**config.mk**
```make
export PLATFORM = sky130hd
export DESIGN_NAME = reset_cds_sequencer_flat
export DESIGN_NICKNAME = d
export VERILOG_FILES = /design/src/rtl/reset_cds_sequencer_pkg.sv /design/src/rtl/reset_cds_sequencer_if.sv /design/src/rtl/reset_cds_sequencer_counter.sv /design/src/rtl/reset_cds_sequencer.sv /design/src/flat_wrapper.sv
export SDC_FILE = /design/constraint.sdc
export NUM_CORES = 1
export LEC_CHECK = 0
export ABC_AREA = 1
export CAP_MARGIN = 15
export CELL_PAD_IN_SITES_DETAIL_PLACEMENT = 0
export CELL_PAD_IN_SITES_GLOBAL_PLACEMENT = 1
export CORE_AREA = 2 2 111 113
export CTS_BUF_LIST = sky130_fd_sc_hd__clkbuf_8
export CTS_CLUSTER_DIAMETER = 120
export DETAILED_ROUTE_END_ITERATION = 10
export DIE_AREA = 0 0 113 115
export MAX_ROUTING_LAYER = met4
export PLACE_DENSITY = 0.95
export SLEW_MARGIN = 15
export SYNTH_ARGS = -nofsm -noshare
export SYNTH_HDL_FRONTEND = slang
export SYNTH_SLANG_ARGS = --single-unit
```
**constraint.sdc**
```tcl
create_clock -name clk -period 4.7 [get_ports clk]
set_clock_uncertainty 0.05 [all_clocks]
set_input_delay 0.94 -clock clk [delete_from_list [all_inputs] [get_ports clk]]
set_output_delay 0.94 -clock clk [all_outputs]
set_load 0.03 [all_outputs]
```
**src/rtl/reset_cds_sequencer_pkg.sv**
```systemverilog
// Shared types and defaults for the LCMS readout CDS sequencer.
// Holds the FSM state encoding and default widths.
package lcms_readout_pkg;

    localparam int CNT_W_DEF = 16;
    localparam int ADC_W_DEF = 16;

    typedef enum logic [2:0] {
        IDLE,
        ARM,
        SETTLE,
        CONV_A,
        INTEG,
        CONV_B,
        EMIT
    } state_e;

    // States in which a re-asserted pixel reset aborts the frame
    function automatic logic is_active(state_e s);
        return s inside {SETTLE, CONV_A, INTEG, CONV_B};
    endfunction

endpackage

```
**src/rtl/reset_cds_sequencer_if.sv**
```systemverilog
// ADC start/done handshake between the CDS sequencer and the converter.
// The sequencer is master; the ADC is slave.
interface reset_cds_sequencer_if #(
    parameter int ADC_W = lcms_readout_pkg::ADC_W_DEF
) ();

    logic             adc_start;
    logic             adc_done;
    logic [ADC_W-1:0] adc_data;

    modport master (
        output adc_start,
        input  adc_done,
        input  adc_data
    );

    modport slave (
        input  adc_start,
        output adc_done,
        output adc_data
    );

endinterface

```
**src/rtl/reset_cds_sequencer_counter.sv**
```systemverilog
// Loadable down-counter shared by the settle and integration intervals.
// Saturates at zero; zero flag is a decode of the register.
module interval_counter #(
    parameter int W = 16
) (
    input  logic         clk,
    input  logic         reset,
    input  logic         load,
    input  logic         dec,
    input  logic [W-1:0] load_val,
    output logic         zero
);

    logic [W-1:0] cnt_q;
    logic [W-1:0] cnt_d;

    always_comb begin
        cnt_d = cnt_q;
        if (load) begin
            cnt_d = load_val;
        end else if (dec && cnt_q != '0) begin
            cnt_d = cnt_q - 1'b1;
        end
    end

    always_ff @(posedge clk) begin
        if (reset) begin
            cnt_q <= '0;
        end else begin
            cnt_q <= cnt_d;
        end
    end

    assign zero = (cnt_q == '0);

endmodule

```
**src/rtl/reset_cds_sequencer.sv**
```systemverilog
// Correlated-double-sample sequencer driven by the pixel reset train.
// Converts reset level A and signal level B per frame and emits B - A.
module reset_cds_sequencer
    import lcms_readout_pkg::*;
#(
    parameter int CNT_W = CNT_W_DEF,
    parameter int ADC_W = ADC_W_DEF
) (
    input  logic                    clk,
    input  logic                    reset,
    input  logic                    enable,
    input  logic                    reset_pulse,
    input  logic [CNT_W-1:0]        settle_time,
    input  logic [CNT_W-1:0]        integ_time,
    reset_cds_sequencer_if.master   adc,
    output logic                    cds_valid,
    output logic signed [ADC_W:0]   cds_value,
    output logic [CNT_W-1:0]        frame_count,
    output logic                    overrun
);

    state_e state_q, state_d;
    logic rp_q;
    logic start_q, start_d;
    logic [ADC_W-1:0] a_q, a_d;
    logic [ADC_W:0] cds_q, cds_d;
    logic [CNT_W-1:0] fc_q, fc_d;
    logic ovr_q, ovr_d;

    logic rel;
    logic abt;
    logic ld;
    logic dec;
    logic zero;
    logic [CNT_W-1:0] ld_val;

    assign rel = rp_q && !reset_pulse;
    assign abt = reset_pulse && is_active(state_q);

    interval_counter #(.W(CNT_W)) u_cnt (
        .clk      (clk),
        .reset    (reset),
        .load     (ld),
        .dec      (dec),
        .load_val (ld_val),
        .zero     (zero)
    );

    always_comb begin
        state_d = state_q;
        start_d = 1'b0;
        a_d     = a_q;
        cds_d   = cds_q;
        fc_d    = fc_q;
        ovr_d   = ovr_q;
        ld      = 1'b0;
        dec     = 1'b0;
        ld_val  = settle_time;
        // Disable beats abort; abort beats expiry and adc_done
        if (!enable) begin
            state_d = IDLE;
        end else if (abt) begin
            state_d = ARM;
            ovr_d   = 1'b1;
        end else begin
            unique case (state_q)
                IDLE: state_d = ARM;
                ARM: begin
                    if (rel) begin
                        state_d = SETTLE;
                        ld      = 1'b1;
                    end
                end
                SETTLE: begin
                    if (zero) begin
                        state_d = CONV_A;
                        start_d = 1'b1;
                    end else begin
                        dec = 1'b1;
                    end
                end
                CONV_A: begin
                    if (adc.adc_done) begin
                        a_d     = adc.adc_data;
                        ld      = 1'b1;
                        ld_val  = integ_time;
                        state_d = INTEG;
                    end
                end
                INTEG: begin
                    if (zero) begin
                        state_d = CONV_B;
                        start_d = 1'b1;
                    end else begin
                        dec = 1'b1;
                    end
                end
                CONV_B: begin
                    if (adc.adc_done) begin
                        cds_d   = {1'b0, adc.adc_data} - {1'b0, a_q};
                        fc_d    = fc_q + 1'b1;
                        state_d = EMIT;
                    end
                end
                EMIT: state_d = ARM;
                default: state_d = IDLE;
            endcase
        end
    end

    always_ff @(posedge clk) begin
        if (reset) begin
            state_q <= IDLE;
            rp_q    <= 1'b1;
            start_q <= 1'b0;
            a_q     <= '0;
            cds_q   <= '0;
            fc_q    <= '0;
            ovr_q   <= 1'b0;
        end else begin
            state_q <= state_d;
            rp_q    <= reset_pulse;
            start_q <= start_d;
            a_q     <= a_d;
            cds_q   <= cds_d;
            fc_q    <= fc_d;
            ovr_q   <= ovr_d;
        end
    end

    assign adc.adc_start = start_q;
    assign cds_valid     = (state_q == EMIT);
    assign cds_value     = cds_q;
    assign frame_count   = fc_q;
    assign overrun       = ovr_q;

endmodule

```
**src/flat_wrapper.sv**
```systemverilog
// flat-port wrapper written by rule: the top's interface ports become plain ports
module reset_cds_sequencer_flat import lcms_readout_pkg::*;
#(
    parameter int CNT_W = CNT_W_DEF,
    parameter int ADC_W = ADC_W_DEF
)
  (clk, reset, enable, reset_pulse, settle_time, integ_time, cds_valid, cds_value, frame_count, overrun, adc_adc_start, adc_adc_done, adc_adc_data);
  reset_cds_sequencer_if #(.ADC_W(ADC_W)) adc_i ();
  input  logic clk;
  input  logic reset;
  input  logic enable;
  input  logic reset_pulse;
  input  logic [CNT_W-1:0] settle_time;
  input  logic [CNT_W-1:0] integ_time;
  output logic cds_valid;
  output logic signed [ADC_W:0] cds_value;
  output logic [CNT_W-1:0] frame_count;
  output logic overrun;
  output wire logic [$bits(adc_i.adc_start)-1:0] adc_adc_start;
  input wire logic [$bits(adc_i.adc_done)-1:0] adc_adc_done;
  input wire logic [$bits(adc_i.adc_data)-1:0] adc_adc_data;
  assign adc_adc_start = adc_i.adc_start;
  assign adc_i.adc_done = adc_adc_done;
  assign adc_i.adc_data = adc_adc_data;
  reset_cds_sequencer #(.CNT_W(CNT_W), .ADC_W(ADC_W)) u_core (.clk(clk), .reset(reset), .enable(enable), .reset_pulse(reset_pulse), .settle_time(settle_time), .integ_time(integ_time), .adc(adc_i), .cds_valid(cds_valid), .cds_value(cds_value), .frame_count(frame_count), .overrun(overrun));
endmodule
```
==> results.py <==
metrics = {
    "logic_synthesis": {
        "synth_cell_type_count": 37,
        "synthCells": 719,
        "yosys-top-cells-area": "dfxtp_1, nand2_1, inv_1, nand3_1, a21oi_1",
        "yosysTopAreaCell": "dfxtp_1",
        "synthAdderAreaFrac": 0.05456,
        "ys_ff_latch": 71,
        "synth_top_family_by_area": "simple AND/OR/NAND/NOR gates",
        "synth_xor_area_frac": 0.04078,
        "ys_warn_count": 0,
        "syn-num-nets": 792,
        "synthSimpleGateAreaFrac": 0.3501,
        "synth_compound_area_frac": 0.1491,
        "synth.area.mux_share": 0,
        "yosysTopAreaCellShare": 0.3008,
        "synth.avg_cell_area_sq_um": 6.571,
        "yosysSeqAreaShare": 0.3008,
        "syn_area_sq_um": 4725,
    },
    "run": {
        "cap_violations": 0,
    },
    "die": {
        "ios": 89,
        "die_w_um": 113,
        "num_rows": 40,
        "die_h_um": 115,
        "start_util": 0.4000,
        "core_area_sq_um": 11810,
        "dieArea_sq_um": 13000,
    },
    "sta": {
        "setup_violations": 0,
        "relSlewSlack": 0.4875,
        "fin_ws_ns": 1.613,
        "min_period_ns": 3.087,
        "setup_tns_ns": 0,
        "worst_pin_slew_ns": 0.7679,
        "max_freq_mhz": 323.9,
        "period_share": 0.6569,
        "rsz0062_at_grt": "false",
        "hold_viol_final": 0,
        "finalMaxSlewViolations": 0,
    },
    "routing": {
        "num_vias": 4657,
        "dr.pass1.iters": 8,
        "post_drt_wl_per_cell_um": 12.48,
        "drt_iter0_markers": 286,
        "drc": 4,
        "wl_mm": 11.85,
        "vias_per_cell": 4.907,
        "antenna_left": 0,
    },
    "cells_and_area": {
        "final_area_sq_um": 5869,
        "regArea_sq_um": 1421,
        "antenna_cells": 0,
        "multi_input_area_sq_um": 2809,
        "final_common_cell": "nand2_1",
        "layout-drive-gt1-share": 0.06858,
        "fillers": 1223,
        "mostFrequentLayoutCells": "nand2_1, clkdlybuf4s50_1, inv_1",
        "num-nets-final": 870,
        "synthToLayoutAreaGrowth_pct": 24.23,
    },
    "pwr": {
        "p_leak_nw": 2.541,
        "ir_worst_vdd_mv": 0.1110,
        "power-per-cell-area_nw_per_um2": 272.5,
    },
    "clock_tree": {
        "cts_buffers": 9,
        "holdBufCountCts": 0,
        "clkSinkCount": 71,
        "cts.htree.levels": 3,
        "tritoncts": "yes",
        "root_buffer": "clkbuf_8",
        "cts_max_path_buffers": 2,
        "clk_latency_ns": 0.34,
        "post-cts-setup-buffers": 0,
        "cts.reportedPaths.clkPinSlew_ns": 0.08,
        "ctsResizeCount": 0,
    },
    "worst_setup_path": {
        "crit_buf_inv": 4,
        "worstPathArrival_ns": 3.28,
        "slowest_stage": "inv_2",
        "path_max_fanout": 41,
        "critPathTopFamily": "buffers and inverters",
        "crit_top_cell": "inv_2",
        "critPathKind": "input pin to flip-flop",
        "startpoint_type": "input pin",
        "cp_cell_sequence": "clkdlybuf4s50_1, buf_4, inv_2, nor2_1, nand3_2, inv_2, nand3_1, and3_1",
        "crit_path_end_kind": "flip-flop",
        "required_ns": 4.90,
        "slowest_delay_ns": 0.67,
    },
    "grt": {
        "antenna_found_initial": 0,
        "grt_pass1_vias": 4336,
        "grt_max_degree": 46,
        "grt_pass1_wl_mm": 20.04,
        "grt_overflow": 0,
        "grt_usage": 0.1936,
    },
    "status": {
        "violations": "design-rule violations",
        "outcome": "complete, but fails checks",
    },
    "place": {
        "dp_worst_setup_slack_ns": 1.230,
        "gp_congestion": 0.8938,
        "hpwl_mm": 9.042,
        "placed_area_sq_um": 5670,
        "portBuffers": 88,
    },
    "worst_hold_path": {
        "hp-class": "flip-flop to flip-flop",
    },
}
==> per-stage QoR <==
stage | cells | util | hold slack (ns) | total power (W)
final | 949 | 0.4969 | 0.4068 | 0.001599
after global routing | 949 | 0.4969 | 0.4395 | 0.001702
after CTS | 949 | 0.4969 | 0.4119 | 0.001612
after detailed placement | 933 | 0.4801 | 0.4005 | 0.001113
after global placement | 933 | 0.4801 | 0.3937 | 0.001114
after floorplan | 719 | - | 0.3832 | 0.0009881
==> synth_stat cells, drive strengths merged <==
cell type  count
ha            19
o21bai         4
o211ai         4
buf           16
dfxtp         71
nand4          8
nor3          15
nand2        206
clkbuf         8
xor2          15
a21oi         66
inv           94
or2            1
fa             1
xnor2          7
nor3b          1
nor2          59
o21ai         46
nand3         66
a21o           1
and3           3
nor4           2
o21a           4
a31oi          2
==> worst paths after layout <==
path	cells after the start	to	from	slack, ns
max	8	u_core.frame_count[6]$_SDFFE_PP0P_	enable	1.61
min	2	u_core.a_q[10]$_SDFFE_PP0P_	u_core.a_q[10]$_SDFFE_PP0P_	0.41
min reg2reg	2	u_core.a_q[10]$_SDFFE_PP0P_	u_core.a_q[10]$_SDFFE_PP0P_	0.41
max reg2reg	10	u_core.frame_count[6]$_SDFFE_PP0P_	u_core.state_q[0]$_SDFFE_PP0P_	2.13
==> kinds of logic after synthesis <==
family,after synthesis
flip-flops,71
buffers and inverters,118
XOR/XNOR,22
AO/OA/AOI/OAI,127
adder cells (fa/ha/maj),20
AND/OR/NAND/NOR,361
==> cell type report <==
cell class / instances / share of cell area
multi-input combinational: 530 / 0.4786
sequential: 71 / 0.2422
timing repair buffer: 91 / 0.1539
inverter: 94 / 0.06012
tap: 147 / 0.03134
clock buffer: 10 / 0.02345
clock inverter: 6 / 0.01045
==> power by group <==
| part | internal (W) | total, W | switching (W) |
|---|---|---|---|
| Clock | 0.000258 | 0.000495 | 0.000237 |
| Sequential | 0.000622 | 0.000643 | 0.0000210 |
| Combinational | 0.000180 | 0.000461 | 0.000281 |
==> worst register-to-register path, stage by stage (launching register included) <==
cell     delay (ns)
dfxtp_1        0.48
inv_2          0.07
nand2_1        0.08
nand2_1        0.06
nand2_2        0.10
nand2_4        0.08
nand2_8        0.13
nand3_2        0.40
inv_2          0.68
nand3_1        0.14
and3_1         0.20
==> sequential cells by signal, summed over array words and instances (netlist names) <==
register and count:
u_core.a_q 16, u_core.adc.adc_start 1, u_core.cds_value 17, u_core.frame_count 16, u_core.overrun 1, u_core.rp_q 1, u_core.state_q 3, u_core.u_cnt.cnt_q 16
==> metal layers <==
layer / GRT usage / up-vias / wire length [um] / share of wire
li1: - / 2481 / - / -
met1: 0.2571 / 2064 / 5861 / 0.49
met2: 0.3090 / 99 / 5307 / 0.45
met3: 0.02794 / 13 / 514 / 0.043
met4: 0.05528 / 0 / 164 / 0.014
met5: - / - / 0 / 0
Note: power is estimated with default switching activity, not from simulation.
